--- src/rtl/mem_access_pkg.sv ---
// mem_access_pkg: shared state encoding, counter width and address-wrap helper
// for the memory access unit. Rev 1.0
`default_nettype none

package mem_access_pkg;

  localparam int CNT_W = 4;

  typedef enum logic [2:0] {
    ST_IDLE   = 3'd0,
    ST_ACCESS = 3'd1,
    ST_WAIT   = 3'd2,
    ST_DONE   = 3'd3,
    ST_ERR    = 3'd4
  } state_e;

  // Wraps at the last legal word rather than at the bus width.
  function automatic logic [31:0] next_addr(input logic [31:0] addr, input logic [31:0] depth);
    return (addr == depth - 32'd1) ? 32'd0 : addr + 32'd1;
  endfunction

endpackage

`default_nettype wire

--- src/rtl/wait_state_counter.sv ---
// wait_state_counter: loadable down-counter that paces RAM wait states,
// with zero and one flags. Rev 1.0
`default_nettype none

module wait_state_counter
  import mem_access_pkg::*;
(
  input  logic             clk_i,
  input  logic             rst_ni,
  input  logic             load_i,
  input  logic             en_i,
  input  logic [CNT_W-1:0] load_val_i,
  output logic             zero_o,
  output logic             one_o
);

  logic [CNT_W-1:0] cnt_q;

  always_ff @(posedge clk_i or negedge rst_ni) begin
    if (!rst_ni) begin
      cnt_q <= '0;
    end else if (load_i) begin
      cnt_q <= load_val_i;
    end else if (en_i && (cnt_q != '0)) begin
      cnt_q <= cnt_q - CNT_W'(1);
    end
  end

  assign zero_o = (cnt_q == '0);
  assign one_o  = (cnt_q == CNT_W'(1));

endmodule

`default_nettype wire

--- src/rtl/mem_access_unit.sv ---
// mem_access_unit: MAR/MDR owner between control unit and single-port RAM;
// adds wait states, bounds check, MAR post-increment and busy/done handshake. Rev 1.0
`default_nettype none

module mem_access_unit
  import mem_access_pkg::*;
#(
  parameter int DATA_WIDTH  = 8,
  parameter int ADDR_WIDTH  = 8,
  parameter int DEPTH       = 256,
  parameter int WAIT_STATES = 1
) (
  input  logic                  clk_i,
  input  logic                  rst_ni,
  input  logic                  req_i,
  input  logic                  we_i,
  input  logic                  addr_sel_i,
  input  logic                  inc_i,
  input  logic [ADDR_WIDTH-1:0] addr_in_i,
  input  logic [DATA_WIDTH-1:0] wdata_i,
  output logic                  busy_o,
  output logic                  done_o,
  output logic                  err_o,
  output logic [DATA_WIDTH-1:0] rdata_o,
  output logic [ADDR_WIDTH-1:0] mar_q_o,
  output logic [ADDR_WIDTH-1:0] mem_addr_o,
  output logic [DATA_WIDTH-1:0] mem_wdata_o,
  output logic                  mem_we_o,
  output logic                  mem_re_o,
  input  logic [DATA_WIDTH-1:0] mem_rdata_i
);

  state_e                state_q, state_d;
  logic [ADDR_WIDTH-1:0] mar_q, mar_d;
  logic [DATA_WIDTH-1:0] mdr_q, mdr_d;
  logic [DATA_WIDTH-1:0] wdata_q, wdata_d;
  logic                  we_q, we_d;
  logic                  inc_q, inc_d;

  logic [ADDR_WIDTH-1:0] sel_addr;
  logic                  addr_oob;
  logic                  cnt_zero;
  logic                  cnt_one;

  assign sel_addr = addr_sel_i ? mar_q : addr_in_i;
  assign addr_oob = (32'(sel_addr) >= 32'(DEPTH));

  wait_state_counter u_wait_cnt (
    .clk_i      (clk_i),
    .rst_ni     (rst_ni),
    .load_i     (state_q == ST_ACCESS),
    .en_i       (state_q == ST_WAIT),
    .load_val_i (CNT_W'(WAIT_STATES)),
    .zero_o     (cnt_zero),
    .one_o      (cnt_one)
  );

  always_ff @(posedge clk_i or negedge rst_ni) begin
    if (!rst_ni) begin
      state_q <= ST_IDLE;
      mar_q   <= '0;
      mdr_q   <= '0;
      wdata_q <= '0;
      we_q    <= 1'b0;
      inc_q   <= 1'b0;
    end else begin
      state_q <= state_d;
      mar_q   <= mar_d;
      mdr_q   <= mdr_d;
      wdata_q <= wdata_d;
      we_q    <= we_d;
      inc_q   <= inc_d;
    end
  end

  always_comb begin
    state_d  = state_q;
    mar_d    = mar_q;
    mdr_d    = mdr_q;
    wdata_d  = wdata_q;
    we_d     = we_q;
    inc_d    = inc_q;
    busy_o   = 1'b1;
    done_o   = 1'b0;
    err_o    = 1'b0;
    mem_we_o = 1'b0;
    mem_re_o = 1'b0;
    case (state_q)
      ST_IDLE: begin
        busy_o = 1'b0;
        if (req_i) begin
          mar_d   = sel_addr;
          we_d    = we_i;
          inc_d   = inc_i;
          wdata_d = wdata_i;
          state_d = addr_oob ? ST_ERR : ST_ACCESS;
        end
      end
      ST_ACCESS: begin
        mem_re_o = !we_q;
        mem_we_o = we_q;
        if (WAIT_STATES > 0) begin
          state_d = ST_WAIT;
        end else begin
          state_d = ST_DONE;
          if (!we_q) mdr_d = mem_rdata_i;
        end
      end
      ST_WAIT: begin
        // The zero term only guards against a stuck WAIT; normal exit is on one.
        if (cnt_one || cnt_zero) begin
          if (!we_q) mdr_d = mem_rdata_i;
          state_d = ST_DONE;
        end
      end
      ST_DONE: begin
        done_o = 1'b1;
        if (inc_q) mar_d = ADDR_WIDTH'(next_addr(32'(mar_q), 32'(DEPTH)));
        state_d = ST_IDLE;
      end
      ST_ERR: begin
        done_o  = 1'b1;
        err_o   = 1'b1;
        state_d = ST_IDLE;
      end
      default: state_d = ST_IDLE;
    endcase
  end

  assign rdata_o     = mdr_q;
  assign mar_q_o     = mar_q;
  assign mem_addr_o  = mar_q;
  assign mem_wdata_o = wdata_q;

endmodule

`default_nettype wire

--- config.mk ---
export PLATFORM = sky130hd
export DESIGN_NAME = mem_access_unit
export DESIGN_NICKNAME = d
export VERILOG_FILES = /design/src/rtl/mem_access_pkg.sv /design/src/rtl/wait_state_counter.sv /design/src/rtl/mem_access_unit.sv
export SDC_FILE = /design/constraint.sdc
export NUM_CORES = 1
export LEC_CHECK = 0
export CELL_PAD_IN_SITES_DETAIL_PLACEMENT = 0
export CELL_PAD_IN_SITES_GLOBAL_PLACEMENT = 1
export CORE_MARGIN = 4
export CORE_UTILIZATION = 33
export CTS_CLUSTER_SIZE = 10
export DETAILED_ROUTE_END_ITERATION = 10
export HOLD_SLACK_MARGIN = 0.1
export MAX_ROUTING_LAYER = met4
export PLACE_DENSITY_LB_ADDON = 0.1
export SETUP_SLACK_MARGIN = 0.2
export SYNTH_ARGS = -nofsm -noshare
export SYNTH_HDL_FRONTEND = slang
export SYNTH_HIERARCHICAL = 1
export SYNTH_SLANG_ARGS = --single-unit
export TNS_END_PERCENT = 30
--- constraint.sdc ---
create_clock -name clk_i -period 2.4 [get_ports clk_i]
set_input_delay 0.48 -clock clk_i [delete_from_list [all_inputs] [get_ports clk_i]]
set_output_delay 0.48 -clock clk_i [all_outputs]
set_load 0.05 [all_outputs]
; ---- After elaboration in Yosys (flattened, before gate mapping)
; Cells that the tools add are included.
[word_totals]
elab_cells = 48
register_bits = 33
output_inout_bits = 37
[op_classes]
add_sub_neg = 2
n_eq_ne = 10
bitwise = 1
mux = 15
n_reduce_logical = 13
[op_table]
columns = op, n
row1 = 8-bit 2-to-1 mux, 4
row2 = 8-bit one-hot mux with 2 select lines, 1
row3 = 3-bit one-hot mux with 3 select lines, 1
row4 = "8-bit by 1-bit adder with 8-bit output, second input constant", 1
row5 = "8-bit == test, second input constant", 1
row6 = 4-bit 2-to-1 mux, 2
row7 = "2-bit inequality test, second input constant", 4
row8 = "3-bit by 2-bit == test with 1-bit output, second input constant", 2
row9 = 3-bit 2-to-1 mux, 2
row10 = 1-bit 2-to-1 mux, 5
row11 = "4-bit by 1-bit == test with 1-bit output, second input constant", 1
row12 = 4-bit logical NOT, 1
row13 = 2-bit AND reduction, 2
row14 = 4-bit AND reduction, 1
row15 = 2-bit nonzero test, 2
row16 = 4-bit nonzero test, 1
row17 = "4-bit by 1-bit subtractor with 4-bit output, second input constant", 1
row18 = "3-bit by 1-bit == test with 1-bit output, second input constant", 1
row19 = "3-bit == test, second input constant", 1
row20 = 3-bit logical NOT, 1
row21 = 3-bit AND reduction, 1
row22 = 2-bit OR reduction, 1
row23 = 1-bit logical AND, 1
row24 = 1-bit logical NOT, 1
row25 = 2 further kinds, 2

; ---- Longest topological paths before layout
; Gate-level depths: netlist of run 1.
[logic_depth]
ltp_word = 4
ltp_mapped = 8
depth_no_buf = 8

; ---- By module
; Netlist of run 1, hierarchy kept.
[modules_own_cells]
columns = module, n_inst, seq_area_each_um2, cells_per_inst, area_per_inst_um2
row1 = mem_access_unit, 1, 700.7, 128, 1453.9
row2 = wait_state_counter, 1, 100.1, 30, 266.5

; ---- Worst setup path after synthesis of run 1
; OpenSTA, ideal clock, no wires.
[synth_path]
kind = reg-to-reg
from = register u_wait_cnt.cnt_q[0]
to = register mdr_q[0] (netlist: rdata_o[0])
t_arrival_ns = 1.936
stages_incl_launch_ff = 8
slack_ns = 0.336
cell_sequence = dfrtp_1 inv_1 ha_1 or3b_2 inv_1 nor2_1 nor3b_4 mux2_1
[synth_via]
elab_chain_len = 3
word_cells_on_any_way = 4
[synth_lines]
columns = item, line_no
row1 = "start, declared", wait_state_counter.sv:17  ; logic [CNT_W-1:0] cnt_q;
row2 = "start signal, assigned", wait_state_counter.sv:23  ; cnt_q <= load_val_i;
row3 = "start signal, assigned", wait_state_counter.sv:25  ; cnt_q <= cnt_q - CNT_W'(1);
row4 = 4-bit logical NOT, wait_state_counter.sv:29  ; assign zero_o = (cnt_q == '0);
row5 = via cnt_zero, mem_access_unit.sv:42  ; logic cnt_zero;
row6 = 1-bit logical OR, mem_access_unit.sv:111  ; if (cnt_one || cnt_zero) begin
row7 = 3-bit AND reduction (no line), -
row8 = "end signal, assigned", mem_access_unit.sv:69  ; mdr_q <= mdr_d;
row9 = "end, declared", mem_access_unit.sv:35  ; logic [DATA_WIDTH-1:0] mdr_q, mdr_d;
; The timed path passes the listed nets, and every way through them passes these cells.
; A chain may end at the register's enable or synchronous reset.

; ---- Worst setup path after layout of run 1
[layout_path]
from = register mar_q[0] (netlist: mar_q_o[0])
to = output port mar_q_o[0]
[layout_rtl]
columns = item, line_no
row1 = "start, declared", mem_access_unit.sv:34  ; logic [ADDR_WIDTH-1:0] mar_q, mar_d;
row2 = "start signal, assigned", mem_access_unit.sv:68  ; mar_q <= mar_d;
row3 = "end, declared", mem_access_unit.sv:25  ; output logic [ADDR_WIDTH-1:0] mar_q_o,
; No word-level cell between the ends.

==> results by stage, run 1 <==
Floorplan:
- The starting density of the core is 33.9%.
- The number of cell rows is 26.
- The floorplan core area is 0.00507 mm2.
- The die is 80.2 um tall.
- 67 I/O pins were placed.
- The die is 80.2 um wide.
- The full die area is 0.00643 mm2.

Worst setup path:
- The critical path required time is 1.92 ns.
- The critical path class is register to primary output.
- The capturing element type of the critical path is a primary output.
- The largest individual stage delay along the critical path comes from the cell sky130_fd_sc_hd__clkdlybuf4s50_1.
- On the worst path, the slowest cell contributes a delay of 0.86 ns.
- In this run the worst path has a maximum fanout of 7.
- The count of buffer and inverter cells on the critical path is 1.
- The signal on the critical path passes through clkdlybuf4s50_1.
- The cell family contributing the most delay on the critical path is buffers and inverters.
- For the worst setup path, the data arrival time is 1.59 ns.
- The startpoint of the lowest-slack register-to-register path is u_wait_cnt/cnt_q[1]$_DFFE_PN0P_.
- The source of the critical timing path is mar_q_o[0]$_DFFE_PN0P_.
- The category of the worst setup path launch point is a register.

Yosys:
- The most used flip-flop cell after synthesis is sky130_fd_sc_hd__dfrtp_1.
- The average size of a mapped cell is 10.9 um2.
- In the synthesized netlist, the number of instances is 158.
- The unique cell type count in the Yosys netlist is 42.
- The fraction of the yosys area taken by sequential cells is 46.5%.
- The cell area after technology mapping is 0.00172 mm2.
- The Yosys step of the flow raised 6 warnings.
- Sorting the synthesized cells by area gives the leading types as sky130_fd_sc_hd__dfrtp_1, sky130_fd_sc_hd__mux2_2, sky130_fd_sc_hd__mux2_1, sky130_fd_sc_hd__ha_1, sky130_fd_sc_hd__buf_4.
- The leading area contributor after synthesis is sky130_fd_sc_hd__dfrtp_1.
- The area share of the leading cell type in the synthesized netlist is 46.5%.
- By instance count, the leading cell after synthesis is sky130_fd_sc_hd__dfrtp_1.
- In this run, synthesis produced a sequential element count of 32.
- Sorting the synthesized cells by how often they occur yields sky130_fd_sc_hd__dfrtp_1, sky130_fd_sc_hd__nand2_1, sky130_fd_sc_hd__a21oi_1.
- The count of flip-flops with a built-in enable after synthesis is 0.
- The async set or reset register ratio after synthesis is 100%.

Drt:
- In the routed layout, each cell is associated on average with a via count of 4.74.
- In the final routed layout, each cell accounts on average for 13.7 um.
- The overall routed net length is 4020 um.
- The detail route stage leaves a number of antenna-violating nets equal to 0.
- Detailed routing inserted a total of 1394 vias.
- The iteration count of the initial detailed-routing pass is 4.
- The detailed router finished its first iteration with 38 violations.
- The final routed DRC violation total is 0.

Clock network:
- The number of clock buffers added by TritonCTS is 5.
- The TritonCTS clock tree is done.
- The longest clock path from root to sink contains 2 buffers.
- The clock sink count is 32.
- The clock reaches the later pin of the worst-skew pair after 0.27 ns.
- The register clock-pin slew on the reported worst setup and hold paths is 0.06 ns.
- The root buffer selected by CTS is sky130_fd_sc_hd__clkbuf_8.
- The number of hold buffers added after CTS is 0.
- In this run the number of H-tree levels came out at 2.

Global routing:
- The initial antenna violation count is 0.
- The via count of the first global-routing pass was 1463.
- The total overflow left after global routing is 0.
- For this run, the total global-route usage over all layers was measured as 13.6%.
- The first global-routing pass estimated 6670 um of wire.
- The largest net degree at the start of global routing is 33.

Layout:
- The final-layout fill cell count is 477.
- Compared with the post-synthesis result, the final layout area differs by 45.5%.
- For this run, the number of standard cells in the final layout without fillers is 294.
- Cells fill 49.3% of the core in the end.
- The ratio of cells with drive above 1 in the final layout is 16.1%.
- After the last flow step, the layout net total stands at 261.
- The count of inserted antenna diode cells is 0.

Min path:
- The tightest min-delay check is of the register to register type.
- In this run the most critical hold path is launched from rdata_o[1]$_DFFE_PN0P_.

Timing:
- The measured slew at the worst slew-check pin is 0.515 ns.
- The max-slew violation total from the final report is 0.
- The final-layout worst hold slack is 0.490 ns.
- The number of setup violations in the final report is 0.
- The final critical-path share of the clock period is 86.3%.
- Setup repair after global routing left no endpoint under its margin.
- The worst clock skew on the final layout is 0.00305 ns.
- The worst path in the final design needs a cycle of 2.07 ns, including I/O delays and setup.
- The worst pin sits at a relative slew slack of 65.5%.
- The final hold violation count came to 0.
- The maximum operating frequency is 483 MHz.
- The sum of negative setup slack is 0 ns.

Placed design:
- The congestion estimate from routability-driven global placement came to 0.750.
- After legalization and detailed placement, the total HPWL measured 2990 um.
- Port buffering added 65 buffers.
- The number of placed instances with taps included is 286.

Outcome:
- The run finished with clean final reports.

Job:
- The tool flagged a number of max-cap violations equal to 0.
-- metrics by stage --
step,setup slack (ns),area [um2]
detailed placement,0.115,2400
global route,0.223,2500
finish,0.330,2500
floorplan,0.336,1730
global placement,0.217,2400
CTS,0.290,2500
-- placed cells by master, fill, tap and decap left out, types with 3 or more instances in the layout --
cell	count
sky130_fd_sc_hd__clkdlybuf4s50_1	61
sky130_fd_sc_hd__dfrtp_1	32
sky130_fd_sc_hd__nand2_1	12
sky130_fd_sc_hd__a21oi_1	11
sky130_fd_sc_hd__mux2_2	10
sky130_fd_sc_hd__inv_1	8
sky130_fd_sc_hd__mux2_1	8
sky130_fd_sc_hd__o21ai_0	8
sky130_fd_sc_hd__nand3_1	7
sky130_fd_sc_hd__ha_1	6
sky130_fd_sc_hd__conb_1	5
sky130_fd_sc_hd__clkbuf_8	5
sky130_fd_sc_hd__buf_4	5
sky130_fd_sc_hd__nor2_1	3
sky130_fd_sc_hd__nand2b_1	3
-- cell families (layout without fill, tap and decap cells) --
logic type               after synthesis  after routing  synth area share, %
other                                  2              5                0.437
adder cells (fa/ha/maj)                7              7                 5.09
flip-flops                            32             32                 46.5
multiplexers                          21             21                 14.0
AO/OA/AOI/OAI                         35             35                 13.4
buffers and inverters                 22             85                 7.49
AND/OR/NAND/NOR                       39             39                 13.0
-- worst register-to-register path: stages, from the launching register on --
cell and delay, ns:
sky130_fd_sc_hd__dfrtp_1 0.41, sky130_fd_sc_hd__inv_1 0.10, sky130_fd_sc_hd__ha_2 0.19, sky130_fd_sc_hd__or3b_4 0.41, sky130_fd_sc_hd__inv_2 0.08, sky130_fd_sc_hd__nor2_1 0.07, sky130_fd_sc_hd__nor3b_4 0.22, sky130_fd_sc_hd__buf_12 0.15
sky130_fd_sc_hd__mux2_1 0.32
-- sequential cells by signal, indices dropped and copies added, names as in the netlist --
signal            count
mar_q_o               8
u_wait_cnt/cnt_q      4
state_q               2
we_q                  1
inc_q                 1
mem_wdata_o           8
rdata_o               8
-- path summary, 6_finish.rpt --
check	slack [ns]	cells after the start	end
worst max-delay path	0.33	1	mar_q_o[0]
worst min-delay path	0.49	1	rdata_o[1]$_DFFE_PN0P_
worst max register to register	0.35	8	rdata_o[6]$_DFFE_PN0P_
worst min register to register	0.49	1	rdata_o[1]$_DFFE_PN0P_
max in group asynchronous	1.49	2	mar_q_o[7]$_DFFE_PN0P_
min in group asynchronous	0.61	2	u_wait_cnt/cnt_q[3]$_DFFE_PN0P_
-- final cells by class --
cell class | instances | area (um2) | share of cell area [%]
Clock buffer | 5 | 68.8 | 2.75
Tap cell | 70 | 87.6 | 3.50
Multi-Input combinational cell | 107 | 807 | 32.3
Sequential cell | 32 | 801 | 32.0
Timing Repair Buffer | 68 | 688 | 27.5
Inverter | 10 | 37.5 | 1.50
Clock inverter | 2 | 12.5 | 0.500
-- per-layer routing --
metal | up-vias | part of all wire [%] | global-route usage (%)
li1 | 681 | - | -
met1 | 660 | 45 | 16.1
met2 | 51 | 47 | 21.9
met3 | 2 | 7.0 | 4.60
met4 | 0 | 0.57 | 4.05
met5 | - | 0 | -
-- timing repair --
item	4_1_cts	5_1_grt
buffers inserted	1	0
pin swaps	1	1
endpoints found under the hold margin	0	0
setup endpoints to repair	8	8
gates resized for setup	1	3
Power of run 1 is left out: the tool's default activity adds up to more than one toggle a clock period on the data nets, which glitch-free logic cannot reach.
==> run 2: changes to the inputs <==
SKIP_LAST_GASP = 1   (was not set)
clock period = 2 ns   (was 2.4 ns; I/O delays follow)
==> results by stage, run 2 (synthesis results as in run 1) <==
Outcome:
- The flow ran to the end, and the final reports show no timing, DRC or antenna violations.

Worst setup path:
- The endpoint identified for the worst register-to-register timing path is rdata_o[4]$_DFFE_PN0P_.
- The setup path with the least slack is of type register to register.
- The startpoint of the lowest-slack register-to-register path is u_wait_cnt/cnt_q[0]$_DFFE_PN0P_.
- The length in cells of the worst reg-to-reg path is 8 (unchanged).
- The critical path required time was 2.16 ns (+0.24 ns).
- The endpoint of the worst setup timing path is rdata_o[4]$_DFFE_PN0P_.
- The setup slack of the worst register-to-register path came to 0.09 ns (-0.26 ns).
- The worst setup path is captured at a register.
- The data arrival time of the critical path is 2.07 ns (+0.48 ns).
- The top fanout value on the critical path is 8 (+1).
- The source of the critical timing path is u_wait_cnt/cnt_q[0]$_DFFE_PN0P_.
- STA classifies the critical path startpoint as a register.

Floorplan:
- The full die area is 0.00643 mm2 (unchanged).
- The number of cell rows came to 26 (unchanged).
- The die boundary height is 80.2 um (unchanged).
- The number of I/O pins is 67 (unchanged).
- The starting density of the core was 33.9% (unchanged).
- The floorplan core area is 0.00507 mm2 (unchanged).
- The die extent in x was 80.2 um (unchanged).

Layout:
- The number of nets in the finished design is 274 (+5.0%).
- The final-layout fill cell count was 454 (-4.8%).
- The area taken by multi-input logic gates is 895 um2 (+11%).
- The library cell used most frequently in the layout, excluding fill and tap cells, is sky130_fd_sc_hd__clkdlybuf4s50_1.
- The library cells used most frequently in the layout, excluding fill and tap cells, are sky130_fd_sc_hd__clkdlybuf4s50_1, sky130_fd_sc_hd__dfrtp_1, sky130_fd_sc_hd__buf_4.
- The area of all sequential standard cells is 802 um2 (+0.16%).
- The fraction of the core area covered by cells at the end of the flow is 53.2% (+3.9 points).
- The layout overhead on the synthesized area is 57.0%.
- The ratio of cells with drive above 1 in the final layout came to 32.5% (+16 points).
- The count of inserted antenna diode cells is 0 (unchanged).

Job:
- The max-capacitance violation count came to 0 (unchanged).

Drt:
- The post-detailed-route wirelength per cell was 14.0 um (+2.4%).
- The detailed route wirelength on metal2 is 2020 um (+6.3%).
- The routed length on met3 was 401 um (+43%).
- The overall routed net length is 4300 um (+6.9%).
- The via-per-instance ratio is 4.78 (+0.71%).
- The top metal layer carrying routed signals is met4.
- The final routed DRC violation total is 0 (unchanged).
- The length of routed wiring on met1 is 1810 um (about the same).
- The via total after detailed routing is 1466 (+5.2%).
- The number of nets with antenna violations after routing is 0 (unchanged).
- The violation count after the first detailed-routing iteration is 72 (+89%).
- The iteration count of the initial detailed-routing pass was 4 (unchanged).

Placed design:
- The quantity of I/O buffers inserted on ports is 65 (unchanged).
- The placer's final routability congestion estimate is 0.781 (+4.1%).
- The estimated wirelength of the detail-placed design is 3000 um (+0.42%).

Global routing:
- The largest net degree at the start of global routing was 33 (unchanged).
- The initial antenna violation count was 0 (unchanged).
- The via count of the first global-routing pass is 1517 (+3.7%).
- The remaining global-route overflow is 0 (unchanged).
- The aggregate global-route resource usage came to 14.5% (+0.85 points).
- The first-pass GRT wire length is 7000 um (+5.1%).

Timing:
- The final hold violation count was 0 (unchanged).
- The final critical delay including setup and external delays is 1.91 ns.
- The measured slew at the worst slew-check pin is 0.517 ns (+0.00139 ns).
- The max-slew violation total from the final report came to 0 (unchanged).
- Setup repair after global routing could not meet its margin everywhere.
- The number of setup violations in the final report is 0 (unchanged).
- The maximum operating frequency is 524 MHz.
- The relative slew slack is 65.4% (-0.093 points).
- The final critical-path share of the clock period is 95.4%.
- The worst clock skew on the final layout is 0.00262 ns (-0.000432 ns).

Min path:
- The min-delay analysis places its worst path in the category register to register.

Clock network:
- The register clock-pin slew on the reported worst setup and hold paths came to 0.06 ns (about the same).
- The clock buffer count from CTS is 5 (unchanged).
- Clock tree synthesis selected as its root buffer the cell sky130_fd_sc_hd__clkbuf_8.
- The number of buffers on the longest clock path is 2 (unchanged).
- The H-tree depth reported by CTS is 2 (unchanged).
- The clock latency of the later-clocked register in the worst-skew pair is 0.27 ns (about the same).
- TritonCTS built the clock tree.
- The number of hold buffers added after CTS came to 0 (unchanged).
- The clock sink count is 32 (unchanged).
-- run 2: layout make-up --
class,instances,area share [%]
flip-flops and latches,32,29.7
clock buffers,6,2.69
well taps,70,3.24
repair buffers,81,29.6
multi-input cells,107,33.1
inverters,10,1.48
clock inverters,1,0.185
-- run 2: worst min path at each step --
stage / start / end / slack [ns] / depth (start not counted)
detailed placement: rdata_o[3]$_DFFE_PN0P_ / rdata_o[3]$_DFFE_PN0P_ / 0.49 / 1
global placement: mem_wdata_o[5]$_DFFE_PN0P_ / mem_wdata_o[5]$_DFFE_PN0P_ / 0.49 / 1
CTS: rdata_o[3]$_DFFE_PN0P_ / rdata_o[3]$_DFFE_PN0P_ / 0.51 / 1
finish: mem_wdata_o[6]$_DFFE_PN0P_ / mem_wdata_o[6]$_DFFE_PN0P_ / 0.51 / 1
floorplan: rst_ni / inc_q$_DFFE_PN0P_ / 0.10 / 0
global route: mem_wdata_o[1]$_DFFE_PN0P_ / mem_wdata_o[1]$_DFFE_PN0P_ / 0.52 / 1
-- run 2: metrics by stage --
| stage | cells | hold WS [ns] | setup TNS (ns) | area (um2) | worst slack [ns] |
|---|---|---|---|---|---|
| finish | 307 | 0.512 | 0 | 2700 | 0.0912 |
| global route | 307 | 0.525 | 0 | 2700 | 0.00255 |
| CTS | 302 | 0.514 | 0 | 2620 | 0.0667 |
| detailed placement | 288 | 0.492 | 0 | 2480 | 0.0411 |
| global placement | 288 | 0.487 | 0 | 2480 | 0.0935 |
| floorplan | 161 | 0.104 | -0.0238 | 1780 | -0.00297 |
-- run 2: routing by layer --
metal | track usage (%) | vias up
met5 | - | -
met2 | 22.0 | 60
met4 | 5.24 | 0
met3 | 6.05 | 8
met1 | 17.1 | 697
li1 | - | 701
-- run 2: what timing repair did --
action,4_1_cts,5_1_grt
gates resized for setup,4,11
pin swaps,2,1
setup endpoints to repair,31,48
buffers inserted,7,5
endpoints found under the hold margin,0,0
-- run 2: critical path, cell delays in order, from the launching register on --
cell and delay, ns:
sky130_fd_sc_hd__dfrtp_1 0.39, sky130_fd_sc_hd__inv_2 0.09, sky130_fd_sc_hd__ha_4 0.13, sky130_fd_sc_hd__or3b_4 0.38
sky130_fd_sc_hd__inv_2 0.07, sky130_fd_sc_hd__nor2_2 0.05, sky130_fd_sc_hd__nor3b_4 0.22, sky130_fd_sc_hd__buf_12 0.16
sky130_fd_sc_hd__mux2_4 0.30
Power of run 2 is left out for the same reason.
==> run 3: changes to the inputs <==
CORE_UTILIZATION = 30   (was 33)
clock period = 2.18 ns   (was 2 ns; I/O delays follow)
==> results by stage, run 3 (synthesis results as in run 1) <==
Timing:
- The worst clock skew on the final layout is 0.00714 ns (+0.00453 ns).
- The measured slew at the worst slew-check pin is 0.515 ns (-0.00212 ns).
- The maximum operating frequency is 498 MHz.
- The sum of negative setup slack came to 0 ns (unchanged).
- Setup repair after global routing could not meet its margin everywhere.
- The relative slew slack is 65.6% (+0.14 points).
- The max-slew violation total from the final report came to 0 (unchanged).
- The number of setup violations in the final report is 0 (unchanged).
- In the finished design, the share of the clock period the worst path needs comes to 92.1%.
- The final hold violation count was 0 (unchanged).
- Subtracting the final worst setup slack from the clock period gives 2.01 ns.

Worst setup path:
- The length in cells of the worst reg-to-reg path is 8 (unchanged).
- The data arrival time of the critical path came to 1.57 ns (-0.50 ns).
- The endpoint identified for the worst register-to-register timing path is rdata_o[4]$_DFFE_PN0P_.
- The category of the worst setup path launch point is a register.
- The stage delay of the slowest cell on the critical path is 0.84 ns (+0.45 ns).
- The capturing element type of the critical path is a primary output.
- The critical path required time is 1.74 ns (-0.42 ns).
- The signal on the critical path passes through clkdlybuf4s50_1.
- The startpoint of the lowest-slack register-to-register path is u_wait_cnt/cnt_q[0]$_DFFE_PN0P_.
- The family with the most delay on the worst path is buffers and inverters.
- The setup slack of the worst register-to-register path was 0.23 ns (+0.14 ns).
- The top fanout value on the critical path is 7 (-1).
- The source of the critical timing path is mar_q_o[0]$_DFFE_PN0P_.
- The number of stages on the worst setup path was 1 (-7).
- The count of buffer and inverter cells on the critical path is 1 (-2).
- The cell with the largest stage delay on the worst path is sky130_fd_sc_hd__clkdlybuf4s50_1.
- The endpoint of the worst setup timing path is mar_q_o[0].
- The critical path class is register to primary output.

Global routing:
- The largest net degree at the start of global routing is 33 (unchanged).
- The aggregate global-route resource usage came to 12.6% (-1.8 points).
- The remaining global-route overflow is 0 (unchanged).
- The initial antenna violation count is 0 (unchanged).
- The first-pass GRT wire length was 6980 um (-0.40%).
- The via count of the first global-routing pass is 1473 (-2.9%).

Drt:
- The post-detailed-route wirelength per cell was 14.2 um (+1.1%).
- The violation count after the first detailed-routing iteration was 53 (-26%).
- The top metal layer carrying routed signals is met4.
- The final routed DRC violation total is 0 (unchanged).
- The number of nets with antenna violations after routing was 0 (unchanged).
- The via-per-instance ratio is 4.79 (+0.32%).
- The length of routed wiring on met1 is 2000 um (+10%).
- The routed length on met3 is 328 um (-18%).
- The via total after detailed routing is 1442 (-1.6%).
- The detailed route wirelength on metal2 is 1920 um (-5.3%).
- The iteration count of the initial detailed-routing pass is 4 (unchanged).
- The overall routed net length came to 4260 um (-0.88%).

Clock network:
- The clock sink count is 32 (unchanged).
- TritonCTS built the clock tree.
- The clock buffer count from CTS is 5 (unchanged).
- The register clock-pin slew on the reported worst setup and hold paths was 0.07 ns (about the same).
- The H-tree depth reported by CTS came to 2 (unchanged).
- The number of buffers on the longest clock path is 2 (unchanged).
- The number of hold buffers added after CTS is 0 (unchanged).
- The clock latency of the later-clocked register in the worst-skew pair came to 0.28 ns (about the same).
- The tree is rooted in a sky130_fd_sc_hd__clkbuf_8.

Min path:
- In this run the worst hold path is classified as register to register.

Layout:
- The number of nets in the finished design is 265 (-3.3%).
- The most common library cell in the layout ignoring fill and taps is sky130_fd_sc_hd__clkdlybuf4s50_1.
- Compared with the post-synthesis result, the final layout area differs by 53.4%.
- The count of inserted antenna diode cells is 0 (unchanged).
- Leaving out fill and tap cells, the most frequent cells in the layout are sky130_fd_sc_hd__clkdlybuf4s50_1, sky130_fd_sc_hd__dfrtp_1, sky130_fd_sc_hd__nand2_1.
- The ratio of cells with drive above 1 in the final layout is 22.3% (-10 points).

Floorplan:
- The number of I/O pins is 67 (unchanged).
- The number of cell rows is 27 (+3.8%).
- The die boundary height came to 83.7 um (+4.4%).
- The full die area is 0.00701 mm2 (+9.0%).
- The starting density of the core is 31.1% (-2.8 points).
- The die extent in x is 83.7 um (+4.4%).
- The floorplan core area is 0.00554 mm2 (+9.2%).

Job:
- The max-capacitance violation count is 0 (unchanged).

Outcome:
- The flow ran to the end, and the final reports show no timing, DRC or antenna violations.

Placed design:
- The quantity of I/O buffers inserted on ports is 65 (unchanged).
- The placer's final routability congestion estimate is 0.772 (-1.1%).
- The estimated wirelength of the detail-placed design came to 3150 um (+4.9%).
-- run 3: routing by layer --
| metal | vias up | global-route usage (%) |
|---|---|---|
| met4 | 0 | 3.07 |
| li1 | 687 | - |
| met2 | 60 | 19.0 |
| met3 | 2 | 4.74 |
| met5 | - | - |
| met1 | 693 | 16.0 |
-- run 3: worst min path at each step --
stage	slack [ns]	startpoint	cells after the start	endpoint
final	0.51	rdata_o[7]$_DFFE_PN0P_	1	rdata_o[7]$_DFFE_PN0P_
after global routing	0.53	rdata_o[6]$_DFFE_PN0P_	1	rdata_o[6]$_DFFE_PN0P_
after CTS	0.52	rdata_o[7]$_DFFE_PN0P_	1	rdata_o[7]$_DFFE_PN0P_
after detailed placement	0.49	rdata_o[7]$_DFFE_PN0P_	1	rdata_o[7]$_DFFE_PN0P_
after global placement	0.49	mem_wdata_o[5]$_DFFE_PN0P_	1	mem_wdata_o[5]$_DFFE_PN0P_
after floorplan	0.14	rst_ni	0	inc_q$_DFFE_PN0P_
-- run 3: final cells by class --
class	count	area, um2
Clock buffer	5	68.8
Clock inverter	3	42.5
Fill cell	541	2900
Inverter	10	40.0
Multi-Input combinational cell	107	855
Sequential cell	32	801
Tap cell	72	90.1
Timing Repair Buffer	72	742
-- run 3: per-stage QoR --
stage | hold slack, ns | utilization, % | worst slack (ns) | std cells | instance area (um2)
after global routing | 0.533 | 47.6 | 0.126 | 301 | 2640
after detailed placement | 0.492 | 45.0 | 0.179 | 289 | 2490
after CTS | 0.516 | 46.8 | 0.153 | 297 | 2590
final | 0.513 | 47.6 | 0.171 | 301 | 2640
after global placement | 0.489 | 45.0 | 0.256 | 289 | 2490
after floorplan | 0.140 | - | 0.177 | 161 | 1780
-- run 3: repair_timing --
action | in CTS | in global routing
pin swaps | 0 | 3
gates resized for setup | 6 | 4
buffers inserted | 0 | 4
endpoints found under the setup margin | 23 | 21
Power of run 3 is left out for the same reason.
==> RTL change, RTL diff (flow settings as in run 1) <==
The 5 states of `state_e` get a one-hot encoding in 5 bits.
--- a/src/rtl/mem_access_pkg.sv
+++ b/src/rtl/mem_access_pkg.sv
@@ -8,8 +8,8 @@
 
-  typedef enum logic [2:0] {
-    ST_IDLE   = 3'd0,
-    ST_ACCESS = 3'd1,
-    ST_WAIT   = 3'd2,
-    ST_DONE   = 3'd3,
-    ST_ERR    = 3'd4
+  typedef enum logic [4:0] {
+    ST_IDLE   = 5'b00001,
+    ST_ACCESS = 5'b00010,
+    ST_WAIT   = 5'b00100,
+    ST_DONE   = 5'b01000,
+    ST_ERR    = 5'b10000
   } state_e;
Function: same outputs for any inputs over 10 cycles, from zero or initial values and one cycle with rst_ni low; not proved beyond that.
==> RTL change against run 1 <==
  * Sequential share of layout area fell by 0.22 points
  * Worst setup slack lost 0.050 ns
  * Wire length increased by 11%
  * Critical path depth is 2 higher
  * Area after synthesis is 5.5% higher
  * Critical path type unchanged
  * Final area grew 7.1%
  * Die area up 4.9%
  * Maximum frequency is 2.4% lower
  * Via count grew 4.9%
  * Sequential cell count increased by 2
  * Highest routed layer unchanged
  * Register-to-register slack worse by 0.03 ns
  * Global-route usage is 1.2 points higher
==> RTL change: results (changes against run 1) <==
Timing
  – Max transition margin: 65.2% (-0.29 points)
  – Clock skew: 0.00603 ns (+0.00298 ns)

Global route
  – GRT Total Usage: 14.8% (+1.2 points)
  – Vias in the first global route: 1520 (+3.9%)
  – First-pass GRT wire length: 7380 um (+11%)
  – Largest net degree at the start of global routing: 35 (+6.1%)

Logic synthesis
  – Async SR Flop Fraction: 100% (unchanged)
  – Post-synthesis sequential area ratio: 47.0% (+0.42 points)
  – Synth top area cells: dfrtp_1 46%, mux2_4 5.8%, mux2_1 5.0%
  – Synth unique cells: 48 (+14%)
  – Post-synth top cells: 33 x dfrtp_1, 11 x buf_4, 11 x nand2_1

Finish
  – # nets final: 262 (+0.38%)
  – FILL cells: 468 (-1.9%)
  – Layout cell share with drive strength beyond 1: 19.6% (+3.5 points)

Min path
  – Worst hold path startpoint: rdata_o[3]

Place
  – Hpwl dp: 3290 um (+9.9%)
  – Final Wtd Congestion: 0.786 (+4.8%)
  – Placed cell area: 0.00252 mm2 (+5.2%)

Critical path
  – Critical path fanouts, max: 13 (+6)
  – Crit-path slowest cell: or4b_1
  – CP top delay family: simple AND/OR/NAND/NOR gates
  – R2r setup slk: 0.32 ns (-0.03 ns)
  – CP max stage delay: 0.61 ns (-0.25 ns)
  – Worst R2R Start: u_wait_cnt/cnt_q[0]
  – WP data arrival: 1.64 ns (+0.05 ns)
  – Critical Path Start: state_q[1]

Drt
  – Avg Vias per Cell: 4.87 (+2.8%)
  – Initial DRC count: 56 (+47%)
  – Post-Route WL: 4470 um (+11%)

Clock tree
  – Cts bufs inserted: 5 (unchanged)

Status
  – Status: finished clean
-- RTL change: cell type report --
cell class	count	share of cell area (%)
flip-flops and latches	34	31.8
well taps	70	3.27
clock buffers	6	3.08
repair buffers	72	27.3
inverters	10	1.59
multi-input cells	106	30.8
clock inverters	2	2.24
-- RTL change: final timing paths --
check | end | depth (start not counted)
max | done_o | 3
min | rdata_o[3] | 1
max reg2reg | rdata_o[6] | 8
min reg2reg | rdata_o[3] | 1
max in group asynchronous | state_q[0] | 2
min in group asynchronous | mar_q_o[2] | 2
-- RTL change: kinds of logic (layout without fill, tap and decap cells) --
| kind of cell | after synthesis | in the layout | share of synthesized area [%] |
|---|---|---|---|
| AOI/OAI and AO/OA | 34 | 34 | 13.8 |
| DFF | 34 | 34 | 47.0 |
| and+or+nand+nor | 45 | 45 | 14.6 |
| other | 2 | 5 | 0.414 |
| adders and majority gates | 3 | 3 | 2.07 |
| muxes | 19 | 19 | 13.2 |
| buffers and inverters | 24 | 90 | 8.90 |
-- RTL change: repair_timing --
item                       4_1_cts  5_1_grt
resized for setup                2        3
setup endpoints to repair        8       11
setup buffers                    0        1
-- RTL change: worst reg2reg max path: stages, from the launching register on --
cell	delay, ns
dfrtp_1	0.41
inv_2	0.09
ha_2	0.19
or3b_4	0.41
inv_2	0.09
o21a_1	0.13
nor2b_1	0.13
buf_4	0.18
mux2_1	0.34
-- RTL change: routing by layer --
metal	global-route usage (%)	part of all wire (%)
met1	16.9	42
met2	25.7	51
met3	4.45	6.7
met4	3.49	0.56
met5	-	0
-- RTL change: stage by stage --
| stage | util (%) | std cells | power [uW] | setup WS (ns) | hold WS [ns] |
|---|---|---|---|---|---|
| finish | 51.5 | 300 | 3910 | 0.279 | 0.498 |
| global route | 51.5 | 300 | 4110 | 0.179 | 0.531 |
| CTS | 51.2 | 299 | 3930 | 0.259 | 0.503 |
| detailed placement | 48.4 | 291 | 3250 | 0.174 | 0.485 |
| global placement | 48.4 | 291 | 3210 | 0.280 | 0.473 |
| floorplan | - | 164 | 2590 | 0.220 | 0.184 |
-- RTL change: report_power, final --
part / internal, uW / total (uW) / switching (uW)
Sequential: 817 / 1090 / 273
Clock: 443 / 653 / 210
Combinational: 842 / 2160 / 1320
